--- src/rtl/axi_sram_responder_pkg.sv ---
// Shared types and helpers for the AXI-to-SRAM slave responder.
// The state encoding, response/burst codes and the per-beat address step all live here.
`ifndef AXI_IDS_BITS
`define AXI_IDS_BITS 8
`endif

package axi_sram_responder_pkg;

    localparam int IDW     = `AXI_IDS_BITS;
    localparam int SRAM_AW = 14;

    typedef enum logic [2:0] {
        S_IDLE,
        S_R_ISSUE,
        S_R_LOAD,
        S_R_SEND,
        S_W_DATA,
        S_W_RESP
    } state_e;

    localparam logic [1:0] RESP_OKAY   = 2'b00;
    localparam logic [1:0] RESP_SLVERR = 2'b10;

    localparam logic [1:0] BURST_FIXED = 2'b00;
    localparam logic [1:0] BURST_INCR  = 2'b01;
    localparam logic [1:0] BURST_WRAP  = 2'b10;

    localparam logic [2:0] SIZE_WORD = 3'b010;

    typedef struct packed {
        logic [SRAM_AW-1:0] addr;
        logic [3:0]         beat;
    } step_t;

    // WRAP is deliberately handled like INCR; the word address rolls over at the SRAM size.
    function automatic step_t next_step(input logic [SRAM_AW-1:0] addr,
                                        input logic [3:0]         beat,
                                        input logic [1:0]         burst);
        step_t s;
        s.beat = beat + 4'd1;
        s.addr = (burst == BURST_FIXED) ? addr : addr + SRAM_AW'(1);
        return s;
    endfunction

endpackage

--- src/rtl/axi_sram_responder.sv ---
// AXI4 slave responder: sequences read/write bursts onto a single-port synchronous SRAM,
// one beat at a time, and returns R/B responses tagged with the slave-side ID.
module axi_sram_responder
    import axi_sram_responder_pkg::*;
(
    input  logic               ACLK,
    input  logic               ARESETn,
    input  logic [IDW-1:0]     AWID,
    input  logic [31:0]        AWADDR,
    input  logic [3:0]         AWLEN,
    input  logic [2:0]         AWSIZE,
    input  logic [1:0]         AWBURST,
    input  logic               AWVALID,
    output logic               AWREADY,
    input  logic [IDW-1:0]     ARID,
    input  logic [31:0]        ARADDR,
    input  logic [3:0]         ARLEN,
    input  logic [2:0]         ARSIZE,
    input  logic [1:0]         ARBURST,
    input  logic               ARVALID,
    output logic               ARREADY,
    input  logic [31:0]        WDATA,
    input  logic [3:0]         WSTRB,
    input  logic               WLAST,
    input  logic               WVALID,
    output logic               WREADY,
    output logic [IDW-1:0]     BID,
    output logic [1:0]         BRESP,
    output logic               BVALID,
    input  logic               BREADY,
    output logic [IDW-1:0]     RID,
    output logic [31:0]        RDATA,
    output logic [1:0]         RRESP,
    output logic               RLAST,
    output logic               RVALID,
    input  logic               RREADY,
    output logic               SRAM_CS,
    output logic               SRAM_OE,
    output logic [3:0]         SRAM_WEB,
    output logic [SRAM_AW-1:0] SRAM_A,
    output logic [31:0]        SRAM_DI,
    input  logic [31:0]        SRAM_DO
);

    state_e             state_q, state_d;
    logic [IDW-1:0]     id_q, id_d;
    logic [SRAM_AW-1:0] addr_q, addr_d;
    logic [3:0]         len_q, len_d;
    logic [1:0]         burst_q, burst_d;
    logic [3:0]         beat_q, beat_d;
    logic               err_q, err_d;
    logic               over_q, over_d;
    logic [31:0]        rdata_q, rdata_d;
    logic               rdy_q;
    step_t              nxt;

    // Byte-lane and high address bits are not meaningful for a word-wide SRAM.
    logic unused_addr_bits;
    assign unused_addr_bits = ^{AWADDR[31:SRAM_AW+2], AWADDR[1:0],
                                ARADDR[31:SRAM_AW+2], ARADDR[1:0]};

    assign nxt   = next_step(addr_q, beat_q, burst_q);
    assign RDATA = rdata_q;
    assign RID   = id_q;
    assign BID   = id_q;

    always_comb begin
        state_d  = state_q;
        id_d     = id_q;
        addr_d   = addr_q;
        len_d    = len_q;
        burst_d  = burst_q;
        beat_d   = beat_q;
        err_d    = err_q;
        over_d   = over_q;
        rdata_d  = rdata_q;
        AWREADY  = 1'b0;
        ARREADY  = 1'b0;
        WREADY   = 1'b0;
        BVALID   = 1'b0;
        BRESP    = RESP_OKAY;
        RVALID   = 1'b0;
        RLAST    = 1'b0;
        RRESP    = RESP_OKAY;
        SRAM_CS  = 1'b0;
        SRAM_OE  = 1'b0;
        SRAM_WEB = 4'hF;
        SRAM_A   = '0;
        SRAM_DI  = '0;
        unique case (state_q)
            S_IDLE: begin
                // rdy_q keeps both READYs low until the first cycle out of reset.
                AWREADY = rdy_q;
                ARREADY = rdy_q & ~AWVALID;
                if (rdy_q && AWVALID) begin
                    id_d    = AWID;
                    addr_d  = AWADDR[SRAM_AW+1:2];
                    len_d   = AWLEN;
                    burst_d = AWBURST;
                    beat_d  = '0;
                    over_d  = 1'b0;
                    err_d   = (AWSIZE != SIZE_WORD);
                    state_d = S_W_DATA;
                end else if (rdy_q && ARVALID) begin
                    id_d    = ARID;
                    addr_d  = ARADDR[SRAM_AW+1:2];
                    len_d   = ARLEN;
                    burst_d = ARBURST;
                    beat_d  = '0;
                    over_d  = 1'b0;
                    err_d   = (ARSIZE != SIZE_WORD);
                    state_d = S_R_ISSUE;
                end
            end
            S_R_ISSUE: begin
                SRAM_CS = 1'b1;
                SRAM_OE = 1'b1;
                SRAM_A  = addr_q;
                state_d = S_R_LOAD;
            end
            S_R_LOAD: begin
                SRAM_CS = 1'b1;
                SRAM_OE = 1'b1;
                SRAM_A  = addr_q;
                rdata_d = SRAM_DO;
                state_d = S_R_SEND;
            end
            S_R_SEND: begin
                RVALID = 1'b1;
                RLAST  = (beat_q == len_q);
                RRESP  = err_q ? RESP_SLVERR : RESP_OKAY;
                if (RREADY) begin
                    if (beat_q == len_q) begin
                        err_d   = 1'b0;
                        state_d = S_IDLE;
                    end else begin
                        beat_d  = nxt.beat;
                        addr_d  = nxt.addr;
                        state_d = S_R_ISSUE;
                    end
                end
            end
            S_W_DATA: begin
                WREADY = 1'b1;
                if (WVALID) begin
                    SRAM_CS  = 1'b1;
                    SRAM_A   = addr_q;
                    SRAM_DI  = WDATA;
                    // Beats past AWLEN are swallowed without touching the array.
                    SRAM_WEB = over_q ? 4'hF : ~WSTRB;
                    beat_d   = nxt.beat;
                    addr_d   = nxt.addr;
                    if (WLAST) begin
                        err_d   = err_q | over_q | (beat_q != len_q);
                        state_d = S_W_RESP;
                    end else if (beat_q == len_q) begin
                        over_d = 1'b1;
                    end
                end
            end
            S_W_RESP: begin
                BVALID = 1'b1;
                BRESP  = err_q ? RESP_SLVERR : RESP_OKAY;
                if (BREADY) begin
                    err_d   = 1'b0;
                    over_d  = 1'b0;
                    state_d = S_IDLE;
                end
            end
            default: state_d = S_IDLE;
        endcase
    end

    always_ff @(posedge ACLK or negedge ARESETn) begin
        if (!ARESETn) begin
            state_q <= S_IDLE;
            id_q    <= '0;
            addr_q  <= '0;
            len_q   <= '0;
            burst_q <= '0;
            beat_q  <= '0;
            err_q   <= 1'b0;
            over_q  <= 1'b0;
            rdata_q <= '0;
            rdy_q   <= 1'b0;
        end else begin
            state_q <= state_d;
            id_q    <= id_d;
            addr_q  <= addr_d;
            len_q   <= len_d;
            burst_q <= burst_d;
            beat_q  <= beat_d;
            err_q   <= err_d;
            over_q  <= over_d;
            rdata_q <= rdata_d;
            rdy_q   <= 1'b1;
        end
    end

endmodule

--- config.mk ---
export PLATFORM = sky130hd
export DESIGN_NAME = axi_sram_responder
export DESIGN_NICKNAME = d
export VERILOG_FILES = /design/src/rtl/axi_sram_responder_pkg.sv /design/src/rtl/axi_sram_responder.sv
export SDC_FILE = /design/constraint.sdc
export NUM_CORES = 1
export LEC_CHECK = 0
export ABC_AREA = 1
export CORE_MARGIN = 2
export CORE_UTILIZATION = 37
export CTS_CLUSTER_SIZE = 24
export DETAILED_ROUTE_END_ITERATION = 6
export PLACE_DENSITY_LB_ADDON = 0.15
export SYNTH_ARGS = -nofsm -noshare
export SYNTH_HDL_FRONTEND = slang
export SYNTH_SLANG_ARGS = --single-unit
--- constraint.sdc ---
create_clock -name ACLK -period 2.05 [get_ports ACLK]
set_clock_uncertainty 0.1 [all_clocks]
set_input_delay 0.41 -clock ACLK [delete_from_list [all_inputs] [get_ports ACLK]]
set_output_delay 0.41 -clock ACLK [all_outputs]
set_load 0.01 [all_outputs]
==> impl_metrics.py <==
metrics = {
    "outcome": {
        "status": "finished, violations left",
        "violations": "negative hold slack, negative setup slack",
    },
    "power": {
        "p_leak_nw": 3.52,
        "clockPowerShare_pct": 17.0,
        "total_power_mw": 10.1,
        "p_sw_share_pct": 39.8,
        "power.density_nw_per_um2": 1330,
        "internal-power_mw": 6.05,
        "comb_power_share_pct": 57.4,
        "p_seq_share_pct": 25.6,
        "peakVddDrop_mv": 0.556,
        "switching_power_mw": 4.00,
    },
    "worst_setup_path": {
        "reg2regPathDepth": 11,
        "path_cells": "nor2_8 -> nand2_4 -> inv_2 -> nand2_4 -> nor2_4 -> buf_6 -> nand2_2 -> buf_6",
        "critPathBufInv": 3,
        "cp_max_fo": 4,
        "end_kind": "output pin",
        "worst-setup-path-type": "reg -> out",
        "rrSetupSlack_ns": 0.22,
        "crit_slowest_cell": "dfrtp_2",
        "slowest_delay_ns": 0.46,
        "required_ns": 1.54,
        "crit_family": "flip-flops",
        "critical_path_depth": 8,
        "critPathArrivalTime_ns": 1.59,
        "worst_setup_path_start_kind": "register",
    },
    "floorplan": {
        "core_um2": 11900,
        "dieHeight_um": 114,
        "core.rowCount": 40,
        "start_util_pct": 37.4,
        "dieWidth_um": 114,
        "design.die.area_um2": 12900,
        "io_pins": 284,
    },
    "final_layout": {
        "final_nets": 1024,
        "fillers": 1066,
        "fin_cells": 1000,
        "final_cell_mix": "nand2_1, clkdlybuf4s50_1, nor2_1",
        "multi_input_area_um2": 2380,
        "area_growth_pct": 69.7,
        "diodes": 0,
        "finalInstanceArea_um2": 7530,
        "drive_gt1_share_pct": 22.4,
        "regArea_um2": 1760,
        "layout_commonest_cell": "nand2_1",
        "final_util_pct": 63.5,
    },
    "place": {
        "dp_cells": 981,
        "dp_slack_ns": -0.376,
        "place_hpwl_um": 10600,
        "gp_congestion": 0.835,
        "io_buffers": 245,
        "placed_cell_area_um2": 7180,
    },
    "cts": {
        "cts_max_path_buffers": 2,
        "path_clk_slew_ns": 0.06,
        "clock_latency_ns": 0.33,
        "cts_tree": "done",
        "numCtsBuffers": 9,
        "cts_htree_levels": 3,
        "root_buffer": "clkbuf_16",
        "cts_sinks": 70,
    },
    "timing": {
        "setup-violations-final": 11,
        "finalHoldViolations": 1,
        "finalSetupTns_ns": -0.249,
        "slew_viol_final": 0,
        "fin_ws_ns": -0.0466,
        "max_freq_mhz": 477,
        "fin_crit_sh_pct": 102,
        "layout_min_cycle_time_ns": 2.10,
        "hold-worst-slack_ns": -0.00496,
        "rsz0062_at_grt": "true",
    },
    "route": {
        "first_pass_iters": 4,
        "drc": 0,
        "antenna_left": 0,
        "dr_total_vias": 4721,
        "vias_per_cell": 4.72,
        "drt-initial-drc-count": 219,
        "wire_per_inst_um": 13.6,
        "wl_um": 13600,
    },
    "synth": {
        "yosysUniqueCellTypes": 38,
        "synth.cell_area_um2": 4440,
        "ys_ff_latch": 70,
        "synth_area_per_cell_um2": 7.54,
        "yosys_warnings": 0,
        "synth_cells": 589,
        "yosysSeqAreaShare_pct": 39.4,
    },
    "global_route": {
        "antenna_found_initial": 0,
        "grt_pass1_vias": 4714,
        "grt_max_degree": 71,
        "grt-ovfl-total": 0,
        "grtUsageTotal_pct": 21.1,
        "grt_pass1_wl_um": 22100,
    },
    "min_path": {
        "hp-class": "in -> async",
    },
    "flow_run": {
        "max-cap-violations": 0,
    },
}
==> per-layer routing <==
layer | GRT usage (%) | share of wire [%]
met4 | 4.07 | 0.63
met5 | 0 | 0
met3 | 4.62 | 6.5
met1 | 25.4 | 41
met2 | 38.8 | 52
==> final timing paths <==
kind | startpoint | end
max | state_q[0]$_DFFE_PN0P_ | SRAM_WEB[0]
min reg2reg | burst_q[1]$_DFFE_PN0P_ | burst_q[1]$_DFFE_PN0P_
min in group ACLK | burst_q[1]$_DFFE_PN0P_ | burst_q[1]$_DFFE_PN0P_
min | ARESETn | RDATA[14]$_DFFE_PN0N_
max reg2reg | state_q[0]$_DFFE_PN0P_ | err_q$_DFFE_PN0P_
max in group asynchronous | ARESETn | state_q[1]$_DFFE_PN0P_
==> power groups by stage <==
stage / registers [mW] / logic (mW) / clock network (mW)
after floorplan: 2.64 / 3.20 / 0
after detailed placement: 2.58 / 5.85 / 0
after global placement: 2.54 / 5.76 / 0
final: 2.57 / 5.78 / 1.71
after global routing: 2.67 / 6.39 / 1.82
after CTS: 2.57 / 5.79 / 1.75
==> timing repair <==
item,in CTS,in global routing
hold buffers,0,0
endpoints found under the setup margin,60,58
buffers inserted,2,1
resized for setup,191,40
gates cloned,1,0
pin swaps,2,4
==> synthesized netlist by cell type (all sizes together) <==
cell type / number / area share, %
mux2: 32 / 8.1
xnor2: 1 / 0.20
nand3: 23 / 3.8
o31ai: 15 / 2.5
a31oi: 2 / 0.28
a21oi: 4 / 0.45
a21o: 1 / 0.17
nor3: 3 / 0.34
xor2: 5 / 0.99
clkbuf: 10 / 0.85
ha: 2 / 0.56
nor2: 113 / 11
nor4: 1 / 0.14
o21ai: 16 / 2.1
dfrtp: 70 / 39
o211ai: 5 / 0.85
buf: 27 / 4.5
or2: 4 / 0.56
nand3b: 4 / 0.68
inv: 43 / 3.7
a21boi: 2 / 0.34
nand2: 200 / 18
conb: 2 / 0.17
nand4: 4 / 0.56
==> registers in the layout, indices dropped and copies added (netlist names), 2 cells and up <==
register  cells
BID           8
addr_q       14
len_q         4
beat_q        4
RDATA        32
burst_q       2
state_q       3
==> final cells by class <==
cell class | instances | share of cell area [%]
clock buffers | 9 | 2.99
clock inverters | 7 | 1.36
flip-flops and latches | 70 | 23.3
well taps | 147 | 2.44
multi-input cells | 440 | 31.6
repair buffers | 284 | 36.1
inverters | 43 | 2.31
==> kinds of logic after synthesis <==
family | share of synthesized area, %
AOI/OAI and AO/OA | 6.68
and+or+nand+nor | 34.7
buffers and inverters | 9.13
DFF | 39.4
muxes | 8.11
adders and majority gates | 0.563
other | 0.169
xor gates and xnor gates | 1.18
Note: power is estimated with default switching activity, not from simulation.
